**config.mk**
```make
export PLATFORM = sky130hd
export DESIGN_NAME = decode_stage_hz_flat
export DESIGN_NICKNAME = d
export VERILOG_FILES = /design/src/rtl/decode_stage_hz_if.sv /design/src/rtl/decode_stage_hz.sv /design/src/flat_wrapper.sv
export SDC_FILE = /design/constraint.sdc
export NUM_CORES = 1
export LEC_CHECK = 0
export CAP_MARGIN = 20
export CORE_ASPECT_RATIO = 1.1
export CORE_MARGIN = 2
export CORE_UTILIZATION = 45
export DETAILED_ROUTE_END_ITERATION = 12
export PLACE_DENSITY_LB_ADDON = 0.12
export SETUP_SLACK_MARGIN = 0.3
export SYNTH_ARGS = -nofsm -noshare
export SYNTH_HDL_FRONTEND = slang
export SYNTH_SLANG_ARGS = --single-unit
```
**constraint.sdc**
```tcl
create_clock -name clk -period 16.3 [get_ports clk]
set_clock_uncertainty 0.05 [all_clocks]
set_input_delay 3.26 -clock clk [delete_from_list [all_inputs] [get_ports clk]]
set_output_delay 3.26 -clock clk [all_outputs]
set_load 0.03 [all_outputs]
```
**src/rtl/decode_stage_hz_if.sv**
```systemverilog
// Fetch/writeback/forwarding inputs and decode outputs of the decode stage.
interface decode_stage_hz_if #(
    parameter int unsigned XLEN = 16
);
    logic [15:0]     pc_in;
    logic [15:0]     ir_in;
    logic            valid_in;
    logic            wb_we;
    logic [2:0]      wb_addr;
    logic [XLEN-1:0] wb_data;
    logic            ex_we;
    logic            ex_is_load;
    logic [2:0]      ex_rd;
    logic            mem_we;
    logic [2:0]      mem_rd;
    logic [XLEN-1:0] mem_data;

    logic            stall;
    logic            redirect;
    logic [15:0]     redirect_pc;
    logic            id_valid;
    logic [15:0]     id_pc;
    logic [2:0]      opcode;
    logic [3:0]      func;
    logic [2:0]      rs1;
    logic [2:0]      rs2;
    logic [2:0]      rd;
    logic [XLEN-1:0] arg1;
    logic [XLEN-1:0] arg2;
    logic [XLEN-1:0] imm;

    modport slave (
        input  pc_in, ir_in, valid_in, wb_we, wb_addr, wb_data,
               ex_we, ex_is_load, ex_rd, mem_we, mem_rd, mem_data,
        output stall, redirect, redirect_pc, id_valid, id_pc, opcode, func,
               rs1, rs2, rd, arg1, arg2, imm
    );

    modport master (
        output pc_in, ir_in, valid_in, wb_we, wb_addr, wb_data,
               ex_we, ex_is_load, ex_rd, mem_we, mem_rd, mem_data,
        input  stall, redirect, redirect_pc, id_valid, id_pc, opcode, func,
               rs1, rs2, rd, arg1, arg2, imm
    );
endinterface

```
**src/rtl/decode_stage_hz.sv**
```systemverilog
// Decode stage: IF/ID register, bypassed register file, immediate generator,
// branch/jump resolution with MEM forwarding, and load/branch hazard stalls.
module decode_stage_hz #(
    parameter int unsigned XLEN     = 16,
    parameter int unsigned NREGS    = 8,
    parameter int unsigned LOAD_LAT = 1
) (
    input  logic             clk,
    input  logic             rst_n,
    decode_stage_hz_if.slave bus
);
    localparam logic [2:0] OP_ITYPE = 3'b001;
    localparam logic [2:0] OP_LOAD  = 3'b010;
    localparam logic [2:0] OP_STORE = 3'b011;
    localparam logic [2:0] OP_BEQ   = 3'b100;
    localparam logic [2:0] OP_BNE   = 3'b101;
    localparam logic [2:0] OP_BLT   = 3'b110;
    localparam logic [2:0] OP_JR    = 3'b111;

    logic [15:0]     r_pc;
    logic [15:0]     r_ir;
    logic            r_valid;
    logic [1:0]      r_cnt;
    logic [XLEN-1:0] r_regs [1:NREGS-1];

    logic [2:0]      w_op, w_rs1, w_rs2, w_rd;
    logic [3:0]      w_func;
    logic            w_is_br, w_is_jr;
    logic [XLEN-1:0] w_imm;
    logic [XLEN-1:0] w_rf1, w_rf2, w_rfd;
    logic [XLEN-1:0] w_rd1, w_rd2, w_rdd;
    logic [XLEN-1:0] w_f1, w_f2, w_fd;
    logic            w_src_hit, w_h_lu, w_h_br, w_hazard, w_stall;
    logic [2:0]      w_need;
    logic [1:0]      w_cnt_nxt;
    logic            w_taken, w_id_valid, w_redirect;
    logic [15:0]     w_target;

    assign w_op    = r_ir[2:0];
    assign w_rd    = r_ir[5:3];
    assign w_rs1   = r_ir[8:6];
    assign w_rs2   = r_ir[11:9];
    assign w_func  = r_ir[15:12];
    assign w_is_br = (w_op == OP_BEQ) || (w_op == OP_BNE) || (w_op == OP_BLT);
    assign w_is_jr = (w_op == OP_JR);

    // Immediate generator; branch offsets are halfword-scaled
    always_comb begin
        w_imm = '0;
        case (w_op)
            OP_ITYPE, OP_LOAD, OP_STORE, OP_JR:
                w_imm = {{(XLEN-7){r_ir[15]}}, r_ir[15:9]};
            OP_BEQ, OP_BNE, OP_BLT:
                w_imm = {{(XLEN-8){r_ir[15]}}, r_ir[15:12], r_ir[5:3], 1'b0};
            default: w_imm = '0;
        endcase
    end

    // Register array reads; addresses beyond NREGS and r0 read as zero
    always_comb begin
        w_rf1 = '0;
        w_rf2 = '0;
        w_rfd = '0;
        for (int unsigned i = 1; i < NREGS; i++) begin
            if (w_rs1 == 3'(i)) w_rf1 = r_regs[i];
            if (w_rs2 == 3'(i)) w_rf2 = r_regs[i];
            if (w_rd  == 3'(i)) w_rfd = r_regs[i];
        end
    end

    // Write-through bypass from writeback
    assign w_rd1 = (bus.wb_we && bus.wb_addr == w_rs1 && w_rs1 != 3'd0) ? bus.wb_data : w_rf1;
    assign w_rd2 = (bus.wb_we && bus.wb_addr == w_rs2 && w_rs2 != 3'd0) ? bus.wb_data : w_rf2;
    assign w_rdd = (bus.wb_we && bus.wb_addr == w_rd  && w_rd  != 3'd0) ? bus.wb_data : w_rfd;

    // MEM forwarding for compare/jump operands only; it overrides writeback
    assign w_f1 = (bus.mem_we && bus.mem_rd == w_rs1 && w_rs1 != 3'd0) ? bus.mem_data : w_rd1;
    assign w_f2 = (bus.mem_we && bus.mem_rd == w_rs2 && w_rs2 != 3'd0) ? bus.mem_data : w_rd2;
    assign w_fd = (bus.mem_we && bus.mem_rd == w_rd  && w_rd  != 3'd0) ? bus.mem_data : w_rdd;

    assign w_src_hit = w_is_jr ? (w_rd != 3'd0 && w_rd == bus.ex_rd)
                               : ((w_rs1 != 3'd0 && w_rs1 == bus.ex_rd) ||
                                  (w_rs2 != 3'd0 && w_rs2 == bus.ex_rd));
    assign w_h_lu = r_valid && !(w_is_br || w_is_jr) && bus.ex_is_load && w_src_hit;
    assign w_h_br = r_valid && (w_is_br || w_is_jr) && bus.ex_we && w_src_hit;
    assign w_need = w_h_br ? (bus.ex_is_load ? 3'(LOAD_LAT + 1) : 3'd1) : 3'(LOAD_LAT);

    // A new hazard is only considered once the previous bubble run is done
    assign w_hazard   = (r_cnt == 2'd0) && (w_h_lu || w_h_br);
    assign w_stall    = (r_cnt != 2'd0) || w_hazard;
    assign w_id_valid = r_valid && !w_stall;

    always_comb begin
        w_cnt_nxt = r_cnt;
        if (r_cnt != 2'd0)
            w_cnt_nxt = r_cnt - 2'd1;
        else if (w_hazard)
            w_cnt_nxt = 2'(w_need - 3'd1);
    end

    always_comb begin
        w_taken = 1'b0;
        case (w_op)
            OP_BEQ:  w_taken = (w_f1 == w_f2);
            OP_BNE:  w_taken = (w_f1 != w_f2);
            OP_BLT:  w_taken = ($signed(w_f1) < $signed(w_f2));
            default: w_taken = 1'b0;
        endcase
    end

    assign w_redirect = w_id_valid && (w_taken || w_is_jr);
    assign w_target   = w_is_jr ? 16'(w_fd + w_imm) : (r_pc + 16'(w_imm));

    // IF/ID register; a squashed slot keeps the fetched PC but no instruction
    always_ff @(posedge clk or negedge rst_n) begin
        if (!rst_n) begin
            r_pc    <= '0;
            r_ir    <= '0;
            r_valid <= 1'b0;
        end else if (!w_stall) begin
            r_pc <= bus.pc_in;
            if (w_redirect) begin
                r_ir    <= '0;
                r_valid <= 1'b0;
            end else begin
                r_ir    <= bus.ir_in;
                r_valid <= bus.valid_in;
            end
        end
    end

    always_ff @(posedge clk or negedge rst_n) begin
        if (!rst_n) r_cnt <= '0;
        else        r_cnt <= w_cnt_nxt;
    end

    always_ff @(posedge clk or negedge rst_n) begin
        if (!rst_n) begin
            for (int unsigned i = 1; i < NREGS; i++) r_regs[i] <= '0;
        end else begin
            for (int unsigned i = 1; i < NREGS; i++)
                if (bus.wb_we && bus.wb_addr == 3'(i)) r_regs[i] <= bus.wb_data;
        end
    end

    assign bus.stall       = w_stall;
    assign bus.redirect    = w_redirect;
    assign bus.redirect_pc = w_redirect ? w_target : 16'd0;
    assign bus.id_valid    = w_id_valid;
    assign bus.id_pc       = r_pc;
    assign bus.opcode      = w_op;
    assign bus.func        = w_func;
    assign bus.rs1         = w_rs1;
    assign bus.rs2         = w_rs2;
    assign bus.rd          = w_rd;
    assign bus.arg1        = w_rd1;
    assign bus.arg2        = w_rd2;
    assign bus.imm         = w_imm;
endmodule

```
**src/flat_wrapper.sv**
```systemverilog
// flat-port wrapper written by rule: the top's interface ports become plain ports
module decode_stage_hz_flat 
#(
    parameter int unsigned XLEN     = 16,
    parameter int unsigned NREGS    = 8,
    parameter int unsigned LOAD_LAT = 1
)
  (clk, rst_n, bus_pc_in, bus_ir_in, bus_valid_in, bus_wb_we, bus_wb_addr, bus_wb_data, bus_ex_we, bus_ex_is_load, bus_ex_rd, bus_mem_we, bus_mem_rd, bus_mem_data, bus_stall, bus_redirect, bus_redirect_pc, bus_id_valid, bus_id_pc, bus_opcode, bus_func, bus_rs1, bus_rs2, bus_rd, bus_arg1, bus_arg2, bus_imm);
  decode_stage_hz_if #(.XLEN(XLEN)) bus_i ();
  input  logic clk;
  input  logic rst_n;
  input wire logic [$bits(bus_i.pc_in)-1:0] bus_pc_in;
  input wire logic [$bits(bus_i.ir_in)-1:0] bus_ir_in;
  input wire logic [$bits(bus_i.valid_in)-1:0] bus_valid_in;
  input wire logic [$bits(bus_i.wb_we)-1:0] bus_wb_we;
  input wire logic [$bits(bus_i.wb_addr)-1:0] bus_wb_addr;
  input wire logic [$bits(bus_i.wb_data)-1:0] bus_wb_data;
  input wire logic [$bits(bus_i.ex_we)-1:0] bus_ex_we;
  input wire logic [$bits(bus_i.ex_is_load)-1:0] bus_ex_is_load;
  input wire logic [$bits(bus_i.ex_rd)-1:0] bus_ex_rd;
  input wire logic [$bits(bus_i.mem_we)-1:0] bus_mem_we;
  input wire logic [$bits(bus_i.mem_rd)-1:0] bus_mem_rd;
  input wire logic [$bits(bus_i.mem_data)-1:0] bus_mem_data;
  output wire logic [$bits(bus_i.stall)-1:0] bus_stall;
  output wire logic [$bits(bus_i.redirect)-1:0] bus_redirect;
  output wire logic [$bits(bus_i.redirect_pc)-1:0] bus_redirect_pc;
  output wire logic [$bits(bus_i.id_valid)-1:0] bus_id_valid;
  output wire logic [$bits(bus_i.id_pc)-1:0] bus_id_pc;
  output wire logic [$bits(bus_i.opcode)-1:0] bus_opcode;
  output wire logic [$bits(bus_i.func)-1:0] bus_func;
  output wire logic [$bits(bus_i.rs1)-1:0] bus_rs1;
  output wire logic [$bits(bus_i.rs2)-1:0] bus_rs2;
  output wire logic [$bits(bus_i.rd)-1:0] bus_rd;
  output wire logic [$bits(bus_i.arg1)-1:0] bus_arg1;
  output wire logic [$bits(bus_i.arg2)-1:0] bus_arg2;
  output wire logic [$bits(bus_i.imm)-1:0] bus_imm;
  assign bus_i.pc_in = bus_pc_in;
  assign bus_i.ir_in = bus_ir_in;
  assign bus_i.valid_in = bus_valid_in;
  assign bus_i.wb_we = bus_wb_we;
  assign bus_i.wb_addr = bus_wb_addr;
  assign bus_i.wb_data = bus_wb_data;
  assign bus_i.ex_we = bus_ex_we;
  assign bus_i.ex_is_load = bus_ex_is_load;
  assign bus_i.ex_rd = bus_ex_rd;
  assign bus_i.mem_we = bus_mem_we;
  assign bus_i.mem_rd = bus_mem_rd;
  assign bus_i.mem_data = bus_mem_data;
  assign bus_stall = bus_i.stall;
  assign bus_redirect = bus_i.redirect;
  assign bus_redirect_pc = bus_i.redirect_pc;
  assign bus_id_valid = bus_i.id_valid;
  assign bus_id_pc = bus_i.id_pc;
  assign bus_opcode = bus_i.opcode;
  assign bus_func = bus_i.func;
  assign bus_rs1 = bus_i.rs1;
  assign bus_rs2 = bus_i.rs2;
  assign bus_rd = bus_i.rd;
  assign bus_arg1 = bus_i.arg1;
  assign bus_arg2 = bus_i.arg2;
  assign bus_imm = bus_i.imm;
  decode_stage_hz #(.XLEN(XLEN), .NREGS(NREGS), .LOAD_LAT(LOAD_LAT)) u_core (.clk(clk), .rst_n(rst_n), .bus(bus_i));
endmodule
```
## After elaboration in Yosys (flattened, before gate mapping)

Index checks and enable logic that the tools add are counted.

| storage, ports and cells | value |
|---|---|
| logic and storage cells | 148 |
| flip-flop bits (word level) | 147 |
| output and inout port bits | 99 |
| input port bits | 80 |

| operators by class | value |
|---|---|
| equal/unequal tests | 46 |
| order comparisons | 1 |
| reduce and logical (&&, ||, !) cells | 48 |
| $add $sub $neg | 4 |
| multiplexer cells | 38 |

Operators with widths:

| cell | number |
|---|---|
| $mux 16 | 30 |
| $eq 3x3->1 const B | 20 |
| $add 16x16->16 | 2 |
| $pmux 16 s2 | 1 |
| $logic_and 1x1->1 | 31 |
| $eq 3x2->1 const B | 10 |
| $eq 3x3->1 | 9 |
| $eq 16x16->1 | 1 |
| $lt 16x16->1 | 1 |
| $ne 16x16->1 | 1 |
| $eq 3x1->1 const B | 5 |
| $reduce_bool 3->1 | 3 |
| $mux 2 | 4 |
| $logic_or 1x1->1 | 7 |
| $reduce_bool 2->1 | 2 |
| $reduce_or 4->1 | 1 |
| $sub 2x1->2 const B | 2 |
| $pmux 1 s3 | 1 |
| $reduce_or 3->1 | 1 |
| $logic_not 1->1 | 2 |
| $logic_not 2->1 | 1 |
| $mux 1 | 2 |

## Longest topological paths before layout

Gate-level depths: netlist of run 1.

| depth | value |
|---|---|
| depth in word-level cells | 15 |
| mapped depth | 20 |
| depth with buffers taken out | 17 |

## Worst setup path before layout of run 1

OpenSTA, ideal clock, no wires.

| timing path | value |
|---|---|
| path type | input-to-output |
| from | input bus_wb_addr[0] |
| to | output bus_redirect_pc[2] |
| buffers on the path | 3 |
| data required time | 12,990 ps |
| data arrival time | 7,166 ps |
| slack | 5,824 ps |
| cell stages on the path | 16 |
| cell sequence | clkbuf_1 -> xor2_1 -> nor4_1 -> clkbuf_1 -> nand2_1 -> o21ai_0 -> mux2i_1 -> ha_1 -> a21oi_1 -> o21bai_1 -> a211o_1 -> a221oi_1 -> a211oi_1 -> or2_1 -> buf_6 -> nor3_1 |

| between the ends | value |
|---|---|
| word-level cells in the longest chain between the ends | 10 |
| elaborated cells between the ends (all ways) | 24 |
| classes of those cells | 1 x add/sub; 1 x order compare; 5 x eq/ne; 9 x mux; 8 x reduce/logical |

RTL lines:

| element | RTL line | source |
|---|---|---|
| start: declaration | flat_wrapper.sv:16 | `input wire logic [$bits(bus_i.wb_addr)-1:0] bus_wb_addr;` |
| $eq 3x3->1 * | decode_stage_hz.sv:73 | `assign w_rd2 = (bus.wb_we && bus.wb_addr == w_rs2 && w_rs2 != 3'd0) ? bus.wb_data : w_rf2;` |
| $logic_and 1x1->1 * (2 in a row) | decode_stage_hz.sv:73 |  |
| $mux 16 * | decode_stage_hz.sv:73 |  |
| via bus_arg2[9] | flat_wrapper.sv:35 | `output wire logic [$bits(bus_i.arg2)-1:0] bus_arg2;` |
| $mux 16 * | decode_stage_hz.sv:78 | `assign w_f2 = (bus.mem_we && bus.mem_rd == w_rs2 && w_rs2 != 3'd0) ? bus.mem_data : w_rd2;` |
| $lt 16x16->1, or another cell as far along | decode_stage_hz.sv:106 | `OP_BLT: w_taken = ($signed(w_f1) < $signed(w_f2));` |
| $pmux 1 s3 * | decode_stage_hz.sv:103 | `case (w_op)` |
| $logic_or 1x1->1 * | decode_stage_hz.sv:111 | `assign w_redirect = w_id_valid && (w_taken \|\| w_is_jr);` |
| $logic_and 1x1->1 * | decode_stage_hz.sv:111 |  |
| $mux 16 * | decode_stage_hz.sv:148 | `assign bus.redirect_pc = w_redirect ? w_target : 16'd0;` |
| end: declaration | flat_wrapper.sv:26 | `output wire logic [$bits(bus_i.redirect_pc)-1:0] bus_redirect_pc;` |

Mark *: on every way through the listed nets, which the timed path passes. The rest lies on a longest branch.

## Worst setup path in the final report of run 1

| timing path | value |
|---|---|
| from | input bus_wb_addr[2] |
| to | output bus_redirect_pc[12] |

| between the ends | value |
|---|---|
| word-level cells in the longest chain between the ends | 10 |
| elaborated cells between the ends (all ways) | 24 |
| classes of those cells | 1 x add/sub; 1 x order compare; 5 x eq/ne; 9 x mux; 8 x reduce/logical |

RTL lines:

| element | RTL line |
|---|---|
| $eq 3x3->1, on equally long branches | decode_stage_hz.sv:72, decode_stage_hz.sv:73 |
| $logic_and 1x1->1, on equally long branches (2 in a row) | decode_stage_hz.sv:72, decode_stage_hz.sv:73 |
| $mux 16, on equally long branches | decode_stage_hz.sv:72, decode_stage_hz.sv:73 |
| $mux 16, on equally long branches | decode_stage_hz.sv:77, decode_stage_hz.sv:78 |
| $lt 16x16->1, or another cell as far along | decode_stage_hz.sv:106 |
| $pmux 1 s3 | decode_stage_hz.sv:103 |
| $logic_or 1x1->1 | decode_stage_hz.sv:111 |
| $logic_and 1x1->1 | decode_stage_hz.sv:111 |
| $mux 16 * | decode_stage_hz.sv:148 |

Mark *: on every way between the ends. The rest lies on a longest branch, timed or not.

==> results.txt, run 1 <==
Fin Hold WS -> 0.396 ns
Rows -> 60
Post-CTS Setup Inserts -> 0
Max transition margin -> 31.6%
Pwr dens -> 247 nW/um^2
Final Hold Fails -> 0
Clock transition at the registers of the reported paths -> 0.06 ns
End of the worst register-to-register path -> u_core.r_ir[6]
Crit share post-route -> 74.4%
CTS Hold Bufs -> 0
Reg2Reg Setup Slack -> 10.67 ns
Detailed Place HPWL -> 26.3 mm
Mapped Area -> 11,200 um^2
Reg2Reg Depth -> 13
CTS root buffer -> clkbuf_16
DRT Pass-1 Iters -> 5
CP Data Required Time -> 12.99 ns
CTS Buffer Depth -> 2
RSZ-0062 raised after global routing -> no
Peak supply drop -> 0.130 mV
Static Leak -> 0.00541 uW
GP Congestion -> 0.898
Post-Synthesis Cells -> 1,248
Total wire length -> 38.6 mm
Fin. max-slew vios -> 0
Crit Path Max Fanout -> 31
Min Tclk post-route -> 12.13 ns
Critical Path AT -> 8.82 ns
Number of global-route vias before repair -> 10,100
Total Power -> 3360 uW
Diode count -> 0
# DRC -> 0
IO buf count -> 178
Area Growth Syn to Fin -> 21.7%
CTS sink cnt -> 147
Largest net degree at the start of global routing -> 97
Hold EP -> u_core.r_cnt[0]
CTS buffer count -> 17
First-pass GRT wire length -> 59.1 mm
Initial Utilization -> 45.7%
Avg Cell Area, Syn -> 8.96 um^2
Syn_nets -> 1,360
Number of enable flip-flop cells after synthesis -> 0
Seq/Total Area, Yosys -> 32.9%
Final setup viols -> 0
Antenna violations before repair -> 0
Skew-Pair Late Insertion Delay -> 0.43 ns
Layout cell share with drive strength beyond 1 -> 19.2%
Synth Flop Type -> dfrtp_1
Number of max-cap violations -> 0
Slew @ Worst Pin -> 1.02 ns
Met3 WL -> 3.22 mm
Synth async-reset ratio -> 100%
Grt ovf -> 0
CP Cell Sequence -> clkdlybuf4s50_1 -> or3b_1 -> a2111oi_2 -> or2_1 -> nand2_1 -> nand3_1 -> o21ai_0 -> o21ai_0 -> ha_1 -> inv_1 -> fa_1 -> nor2b_1 -> o21ai_0 -> a21boi_0 -> o41ai_1 -> a21boi_0 -> xnor2_1 -> nor2_1 -> clkdlybuf4s50_1
Critical Path End Type -> output pin
Yosys warning total -> 0
Most frequent CP cell -> o21ai_0
Worst R2R Start -> u_core.r_ir[6]
Post-synthesis cell type count -> 63
Fillers -> 2,236
Final TNS setup -> 0 ns
Status -> finished, final reports clean
Detail Route Antenna Nets -> 0
Via count -> 10,500
Max layer used -> met4
Tot GR Track Use -> 29.1%
Slowest cell on crit path -> or2_1
Fin nets -> 1,461
Worst Path Class, Setup -> in -> out
Die ar. -> 26,100 um^2
H-tree depth -> 4
Worst Hold Path Cells -> 1
DIE WIDTH -> 154 um
HP Class -> reg -> reg
Io pins -> 179
CP Launch Type -> input port
Metal-1 WL -> 16.3 mm
Via-to-Cell Ratio -> 6.27
Critical Path Max Stage Delay -> 0.80 ns
Die H -> 169 um
Std-Cell Core Area -> 24,500 um^2
Wire length per cell -> 23.1 um
WL met2 -> 17.7 mm
Post-CTS sizing -> 0
CTS tree -> built
Hold path start -> u_core.r_cnt[0]
Iter 0 DRT Violations -> 901
Post-synthesis register bit count -> 147
Maximum clock frequency -> 82.5 MHz
worst max-delay path, delay by kind of cell:
kind	cells	cell delay (ns)
buffers and inverters	3	1.43
and+or+nand+nor	6	1.79
xor gates and xnor gates	1	0.09
adders and majority gates	2	0.63
AOI/OAI and AO/OA	7	1.60
routing by layer:
| metal | vias to the layer above | global-route usage [%] |
|---|---|---|
| met5 | - | 0 |
| met3 | 93 | 6.51 |
| met1 | 5119 | 38.1 |
| li1 | 4771 | - |
| met2 | 504 | 47.3 |
| met4 | 0 | 10.9 |
power breakdown:
part / switching (uW) / total, uW / internal [uW]
Sequential: 124 / 585 / 460
Clock: 166 / 392 / 227
Combinational: 1440 / 2380 / 947
cells in the mapped netlist, types with 10 or more instances:
master / number / area, um^2
a21boi_0: 17 / 128
a21oi_1: 66 / 330
a221oi_1: 28 / 245
a22oi_1: 19 / 143
buf_2: 30 / 150
buf_4: 14 / 105
clkbuf_1: 65 / 244
dfrtp_1: 147 / 3680
ha_1: 31 / 388
inv_1: 10 / 37.5
mux2_2: 183 / 2060
mux2i_1: 37 / 370
nand2_1: 183 / 687
nand3_1: 11 / 55.1
nor2_1: 51 / 191
nor2b_1: 12 / 75.1
nor3_1: 16 / 80.1
o211ai_1: 13 / 97.6
o21ai_0: 101 / 505
o21ai_1: 19 / 95.1
o22ai_1: 55 / 344
xor2_1: 24 / 210
state kept, by name, summed over array words and instances (netlist names):
register and flops:
u_core.r_ir 16, u_core.r_valid 1, u_core.bus.id_pc 16, u_core.r_cnt 2, u_core.r_regs 112
worst max path at each step:
stage | startpoint | cells after the start | end
after detailed placement | bus_wb_addr[2] | 19 | bus_redirect_pc[12]
final | bus_wb_addr[2] | 19 | bus_redirect_pc[12]
after global placement | bus_wb_addr[2] | 19 | bus_redirect_pc[12]
after floorplan | bus_wb_addr[0] | 16 | bus_redirect_pc[2]
after global routing | bus_wb_addr[2] | 19 | bus_redirect_pc[12]
after CTS | bus_wb_addr[2] | 19 | bus_redirect_pc[12]
layout by cell type, fill, tap and decap left out, types with 13 or more instances in the layout:
master / count
nor2_1: 50
a22oi_1: 19
ha_1: 31
o211ai_1: 13
mux2i_1: 37
o21ai_0: 101
buf_4: 27
o21ai_1: 19
mux2_2: 183
nor3_1: 15
clkdlybuf4s50_1: 177
clkbuf_16: 17
o22ai_1: 55
nand2_1: 183
a221oi_1: 28
xor2_1: 24
a21oi_1: 66
a21boi_0: 17
dfrtp_1: 145
cell type report:
type | count | area, um^2 | share of cell area, %
multi-input combinational | 965 | 6940 | 51.0
sequential | 147 | 3680 | 27.1
timing repair buffer | 205 | 1990 | 14.6
clock buffer | 21 | 440 | 3.24
tap | 310 | 388 | 2.85
clock inverter | 11 | 128 | 0.938
inverter | 13 | 48.8 | 0.359
per-stage QoR:
step	instance area [um^2]	util (%)	std cells	setup WS [ns]
2_1_floorplan	11200	-	1248	5.82
3_3_place_gp	13000	53.3	1640	4.36
3_5_place_dp	13000	53.3	1640	4.22
4_1_cts	13600	55.6	1672	4.20
5_1_grt	13600	55.6	1672	3.73
6_report	13600	55.6	1672	4.17
cell families after synthesis:
| group | after synthesis | share of synthesized area [%] |
|---|---|---|
| muxes | 223 | 22.3 |
| DFF | 147 | 32.9 |
| buffers and inverters | 136 | 5.72 |
| adders and majority gates | 32 | 3.65 |
| AOI/OAI and AO/OA | 360 | 20.2 |
| xor gates and xnor gates | 32 | 2.51 |
| and+or+nand+nor | 318 | 12.7 |
Power figures use the tool's default switching activity.
==> run 2, diff against run 1 <==
- clock period: 16.3 -> 12.4 ns (I/O delays scaled with it)
==> results.txt, run 2 (synthesis gave the netlist of run 1 again) <==
Fin Hold WS -> 0.401 ns (was 0.396 ns)
Post-CTS Setup Inserts -> 0 (unchanged)
Die H -> 169 um (unchanged)
Initial Utilization -> 45.7% (unchanged)
Wire length per cell -> 22.8 um (was 23.1 um)
CTS Buffer Depth -> 2 (unchanged)
Layout cell share with drive strength beyond 1 -> 19.5% (was 19.2%)
Final TNS setup -> 0 ns (unchanged)
HP Class -> reg -> reg (unchanged)
Fin. max-slew vios -> 0 (unchanged)
Diode count -> 0 (unchanged)
Skew-Pair Late Insertion Delay -> 0.44 ns (was 0.43 ns)
Slew @ Worst Pin -> 1.12 ns (was 1.02 ns)
Min Tclk post-route -> 10.13 ns
RSZ-0062 raised after global routing -> no (unchanged)
Iter 0 DRT Violations -> 996 (was 901)
Antenna violations before repair -> 0 (unchanged)
Fin nets -> 1,463 (was 1,461)
Critical Path AT -> 7.60 ns (was 8.82 ns)
Max reg flops -> 112 (unchanged)
Largest net degree at the start of global routing -> 101 (was 97)
Worst Path Class, Setup -> in -> out (unchanged)
IO buf count -> 178 (unchanged)
CP bufs+invs -> 4 (was 3)
Crit share post-route -> 81.7%
CTS root buffer -> clkbuf_16 (unchanged)
CTS buffer count -> 17 (unchanged)
H-tree depth -> 4 (unchanged)
Rows -> 60 (unchanged)
Pwr dens -> 326 nW/um^2 (was 247 nW/um^2)
Via-to-Cell Ratio -> 6.20 (was 6.27)
Max transition margin -> 25.2% (was 31.6%)
Detailed Place HPWL -> 26.0 mm (was 26.3 mm)
Std-Cell Core Area -> 24,500 um^2 (unchanged)
Final setup viols -> 0 (unchanged)
Grt ovf -> 0 (unchanged)
Critical Path Max Stage Delay -> 0.82 ns (was 0.80 ns)
CTS Hold Bufs -> 0 (unchanged)
Most frequent cells in the layout -> 183 x nand2_1, 183 x mux2_2, 177 x clkdlybuf4s50_1 (unchanged)
DRT Pass-1 Iters -> 6 (was 5)
Crit Path Max Fanout -> 32 (was 31)
Detail Route Antenna Nets -> 0 (unchanged)
CP Data Required Time -> 9.87 ns (was 12.99 ns)
Via count -> 10,400 (was 10,500)
Maximum clock frequency -> 98.7 MHz
CP Launch Type -> input port (unchanged)
Number of global-route vias before repair -> 9,977 (was 10,100)
Largest Register -> u_core.r_regs (unchanged)
Die ar. -> 26,100 um^2 (unchanged)
Tot GR Track Use -> 29.0% (was 29.1%)
CTS tree -> built (unchanged)
Post-CTS sizing -> 0 (unchanged)
Critical Path End Type -> output pin (unchanged)
Slowest cell on crit path -> clkdlybuf4s50_1 (was or2_1)
Most frequent CP cell -> clkdlybuf4s50_1 (was o21ai_0)
Delay-heaviest family, CP -> buffers and inverters (was simple AND/OR/NAND/NOR gates)
CTS sink cnt -> 147 (unchanged)
Peak supply drop -> 0.220 mV (was 0.130 mV)
Total wire length -> 38.2 mm (was 38.6 mm)
# DRC -> 0 (unchanged)
CP Cell Sequence -> clkdlybuf4s50_1 -> xor2_1 -> nor4_4 -> buf_4 -> o21ai_0 -> mux2_2 -> ha_1 -> nand4_1 -> nor4_1 -> o21a_1 -> a221oi_1 -> a211oi_1 -> or2_1 -> inv_2 -> and2_1 -> clkdlybuf4s50_1 (was clkdlybuf4s50_1 -> or3b_1 -> a2111oi_2 -> or2_1 -> nand2_1 -> nand3_1 -> o21ai_0 -> o21ai_0 -> ha_1 -> inv_1 -> fa_1 -> nor2b_1 -> o21ai_0 -> a21boi_0 -> o41ai_1 -> a21boi_0 -> xnor2_1 -> nor2_1 -> clkdlybuf4s50_1)
Final Hold Fails -> 0 (unchanged)
Status -> finished, final reports clean (unchanged)
Static Leak -> 0.00545 uW (was 0.00541 uW)
Number of max-cap violations -> 0 (unchanged)
GP Congestion -> 0.849 (was 0.898)
Clock transition at the registers of the reported paths -> 0.07 ns (was 0.06 ns)
First-pass GRT wire length -> 59.0 mm (was 59.1 mm)
Io pins -> 179 (unchanged)
DIE WIDTH -> 154 um (unchanged)
Area Growth Syn to Fin -> 22.2% (was 21.7%)
-- run 2: cell type report --
| cell class | count | area [um^2] |
|---|---|---|
| clock buffers | 19 | 453 |
| clock inverters | 11 | 150 |
| fillers | 2240 | 10800 |
| inverters | 13 | 48.8 |
| multi-input cells | 965 | 6940 |
| flip-flops and latches | 147 | 3680 |
| well taps | 310 | 388 |
| repair buffers | 207 | 2010 |
-- run 2: per-stage QoR --
stage / std cells / area (um^2) / power, uW / util [%] / setup slack, ns
finish: 1672 / 13700 / 4450 / 55.8 / 2.27
global route: 1672 / 13700 / 4720 / 55.8 / 1.86
CTS: 1671 / 13600 / 4410 / 55.8 / 2.29
detailed placement: 1641 / 13000 / 3860 / 53.3 / 2.31
global placement: 1641 / 13000 / 3820 / 53.3 / 2.38
floorplan: 1248 / 11200 / 2840 / - / 3.48
-- run 2: layer usage --
| layer | vias to the layer above | track usage [%] | wire length, um |
|---|---|---|---|
| met2 | 506 | 46.7 | 17400 |
| met4 | 0 | 11.8 | 1380 |
| met3 | 95 | 5.57 | 3090 |
| met5 | - | 0 | 0 |
| li1 | 4765 | - | - |
| met1 | 5007 | 38.6 | 16300 |
-- run 2: power breakdown --
group / leakage [uW] / internal [uW] / switching, uW / total [uW]
Clock: 0.000292 / 327 / 224 / 551
Sequential: 0.00176 / 605 / 166 / 771
Combinational: 0.00340 / 1250 / 1880 / 3130
-- run 2: final timing paths --
check                                start            endpoint  slack (ns)  depth (start not counted)
hold reg to reg            u_core.r_cnt[0]     u_core.r_cnt[0]        0.40                          1
max in group asynchronous            rst_n    u_core.r_regs[6]        8.92                          2
hold / removal             u_core.r_cnt[0]     u_core.r_cnt[0]        0.40                          1
setup reg to reg            u_core.r_ir[9]      u_core.r_ir[6]        6.89                         16
min in group asynchronous            rst_n      u_core.r_ir[5]        2.09                          1
setup / recovery            bus_wb_addr[2]  bus_redirect_pc[0]        2.27                         16
==> run 3, diff against run 2 <==
- clock period: 12.4 -> 9.4 ns (I/O delays scaled with it)
==> results.txt, run 3 (synthesis gave the netlist of run 1 again) <==
Status -> finished, final reports clean (unchanged)
CTS root buffer -> clkbuf_16 (unchanged)
Worst Path Class, Setup -> in -> out (unchanged)
Fin. max-slew vios -> 0 (unchanged)
CP Cell Sequence -> clkdlybuf4s50_1 -> xor2_1 -> nor4_4 -> buf_4 -> o21ai_1 -> mux2_2 -> ha_1 -> a21oi_1 -> o21bai_1 -> a211o_1 -> a221oi_1 -> a211oi_1 -> or2_1 -> buf_4 -> inv_2 -> and3_1 -> clkdlybuf4s50_1 (was clkdlybuf4s50_1 -> xor2_1 -> nor4_4 -> buf_4 -> o21ai_0 -> mux2_2 -> ha_1 -> nand4_1 -> nor4_1 -> o21a_1 -> a221oi_1 -> a211oi_1 -> or2_1 -> inv_2 -> and2_1 -> clkdlybuf4s50_1)
IO buf count -> 178 (unchanged)
Fin Hold WS -> 0.408 ns (was 0.401 ns)
CP bufs+invs -> 5 (was 4)
CP Depth -> 17 (was 16)
GP Congestion -> 0.928 (was 0.849)
Wire length per cell -> 23.5 um (was 22.8 um)
Via-to-Cell Ratio -> 6.30 (was 6.20)
Fin nets -> 1,472 (was 1,463)
Slew @ Worst Pin -> 1.00 ns (was 1.12 ns)
Std-Cell Core Area -> 24,500 um^2 (unchanged)
H-tree depth -> 4 (unchanged)
Max transition margin -> 32.7% (was 25.2%)
CTS Buffer Depth -> 2 (unchanged)
Final worst slack -> 0.729 ns (was 2.27 ns)
Largest Register -> u_core.r_regs (unchanged)
Number of max-cap violations -> 0 (unchanged)
CTS buffer count -> 17 (unchanged)
First-pass GRT wire length -> 60.8 mm (was 59.0 mm)
Number of global-route vias before repair -> 10,200 (was 9,977)
DRT Pass-1 Iters -> 7 (was 6)
Worst R2R Start -> u_core.r_ir[10] (was u_core.r_ir[9])
Critical Path AT -> 6.74 ns (was 7.60 ns)
Crit path from -> bus_wb_addr[1] (was bus_wb_addr[2])
RSZ-0062 raised after global routing -> no (unchanged)
Min Tclk post-route -> 8.67 ns
Crit Path Max Fanout -> 32 (unchanged)
CTS tree -> built (unchanged)
CP Launch Type -> input port (unchanged)
Antenna violations before repair -> 0 (unchanged)
Die H -> 169 um (unchanged)
DIE WIDTH -> 154 um (unchanged)
Skew-Pair Late Insertion Delay -> 0.43 ns (was 0.44 ns)
Tot GR Track Use -> 30.0% (was 29.0%)
Setup WS pre-CTS -> 0.538 ns (was 2.31 ns)
Maximum clock frequency -> 115 MHz
Delay-heaviest family, CP -> buffers and inverters (unchanged)
Critical Path End Type -> output pin (unchanged)
Area Growth Syn to Fin -> 23.5% (was 22.2%)
Reg2Reg Depth -> 15 (was 16)
# DRC -> 0 (unchanged)
End of the worst register-to-register path -> u_core.r_ir[13] (was u_core.r_ir[6])
Post-CTS sizing -> 0 (unchanged)
Reg2Reg Setup Slack -> 4.42 ns (was 6.89 ns)
Io pins -> 179 (unchanged)
Worst Hold Path Cells -> 1 (unchanged)
Clock transition at the registers of the reported paths -> 0.07 ns (about the same)
Die ar. -> 26,100 um^2 (unchanged)
Final Hold Fails -> 0 (unchanged)
Post-CTS Setup Inserts -> 0 (unchanged)
Max reg flops -> 112 (unchanged)
Fillers -> 2,253 (was 2,240)
Largest net degree at the start of global routing -> 78 (was 101)
Peak supply drop -> 0.152 mV (was 0.220 mV)
Rows -> 60 (unchanged)
Crit share post-route -> 92.2%
HP Class -> reg -> reg (unchanged)
Grt ovf -> 0 (unchanged)
Detailed Place HPWL -> 27.3 mm (was 26.0 mm)
Static Leak -> 0.00553 uW (was 0.00545 uW)
Initial Utilization -> 45.7% (unchanged)
Via count -> 10,600 (was 10,400)
Total wire length -> 39.5 mm (was 38.2 mm)
CTS Hold Bufs -> 0 (unchanged)
Iter 0 DRT Violations -> 1,027 (was 996)
Detail Route Antenna Nets -> 0 (unchanged)
Critical Path Max Stage Delay -> 0.81 ns (was 0.82 ns)
Most frequent cells in the layout -> 183 x nand2_1, 183 x mux2_2, 177 x clkdlybuf4s50_1 (unchanged)
CTS sink cnt -> 147 (unchanged)
Pwr dens -> 434 nW/um^2 (was 326 nW/um^2)
Register area -> 3680 um^2 (unchanged)
Multi-input gate area -> 6940 um^2 (about the same)
CP Data Required Time -> 7.47 ns (was 9.87 ns)
Final setup viols -> 0 (unchanged)
Worst setup path end -> bus_redirect_pc[6] (was bus_redirect_pc[0])
Final TNS setup -> 0 ns (unchanged)
Total Power -> 5990 uW (was 4450 uW)
Layout cell share with drive strength beyond 1 -> 20.2% (was 19.5%)
Diode count -> 0 (unchanged)
Slowest cell on crit path -> clkdlybuf4s50_1 (unchanged)
## run 3: area by class of cell
class                           count  area share, %
Clock buffer                       17           3.08
Clock inverter                     15           1.75
Inverter                           13          0.353
Multi-Input combinational cell    965           50.2
Sequential cell                   147           26.7
Tap cell                          310           2.81
Timing Repair Buffer              216           15.1
## run 3: through the flow
step                utilization [%]  area, um^2  instances
global placement               53.6       13100       1649
detailed placement             53.6       13100       1649
floorplan                         -       11200       1248
CTS                            56.3       13800       1681
global route                   56.4       13800       1683
finish                         56.4       13800       1683
## run 3: worst min path at each step
stage                          startpoint               to  slack [ns]
after floorplan           u_core.r_cnt[0]  u_core.r_cnt[0]        0.37
after global placement    u_core.r_cnt[0]  u_core.r_cnt[0]        0.39
after detailed placement  u_core.r_cnt[0]  u_core.r_cnt[0]        0.40
after CTS                 u_core.r_cnt[0]  u_core.r_cnt[0]        0.40
after global routing      u_core.r_cnt[0]  u_core.r_cnt[0]        0.42
final                     u_core.r_cnt[0]  u_core.r_cnt[0]        0.41
## run 3: power by group
part / switching (uW) / internal, uW / leakage [uW]
Clock: 327 / 460 / 0.000326
Sequential: 302 / 796 / 0.00176
Combinational: 2440 / 1660 / 0.00345
Total: 3070 / 2920 / 0.00553
## run 3: worst reg2reg max path, delay by kind of cell (launching register included)
family / cells / cell delay [ns]
compound gates: 6 / 1.49
simple gates: 4 / 1.47
buf+inv: 3 / 0.94
flops: 1 / 0.57
fa+ha+maj: 1 / 0.21
mux: 1 / 0.17
## run 3: layer usage
| metal | vias up | wire, um | global-route usage [%] |
|---|---|---|---|
| met4 | 0 | 1250 | 10.5 |
| li1 | 4777 | - | - |
| met2 | 538 | 18400 | 49.7 |
| met3 | 85 | 3390 | 5.26 |
| met1 | 5196 | 16500 | 39.8 |
| met5 | - | 0 | 0 |
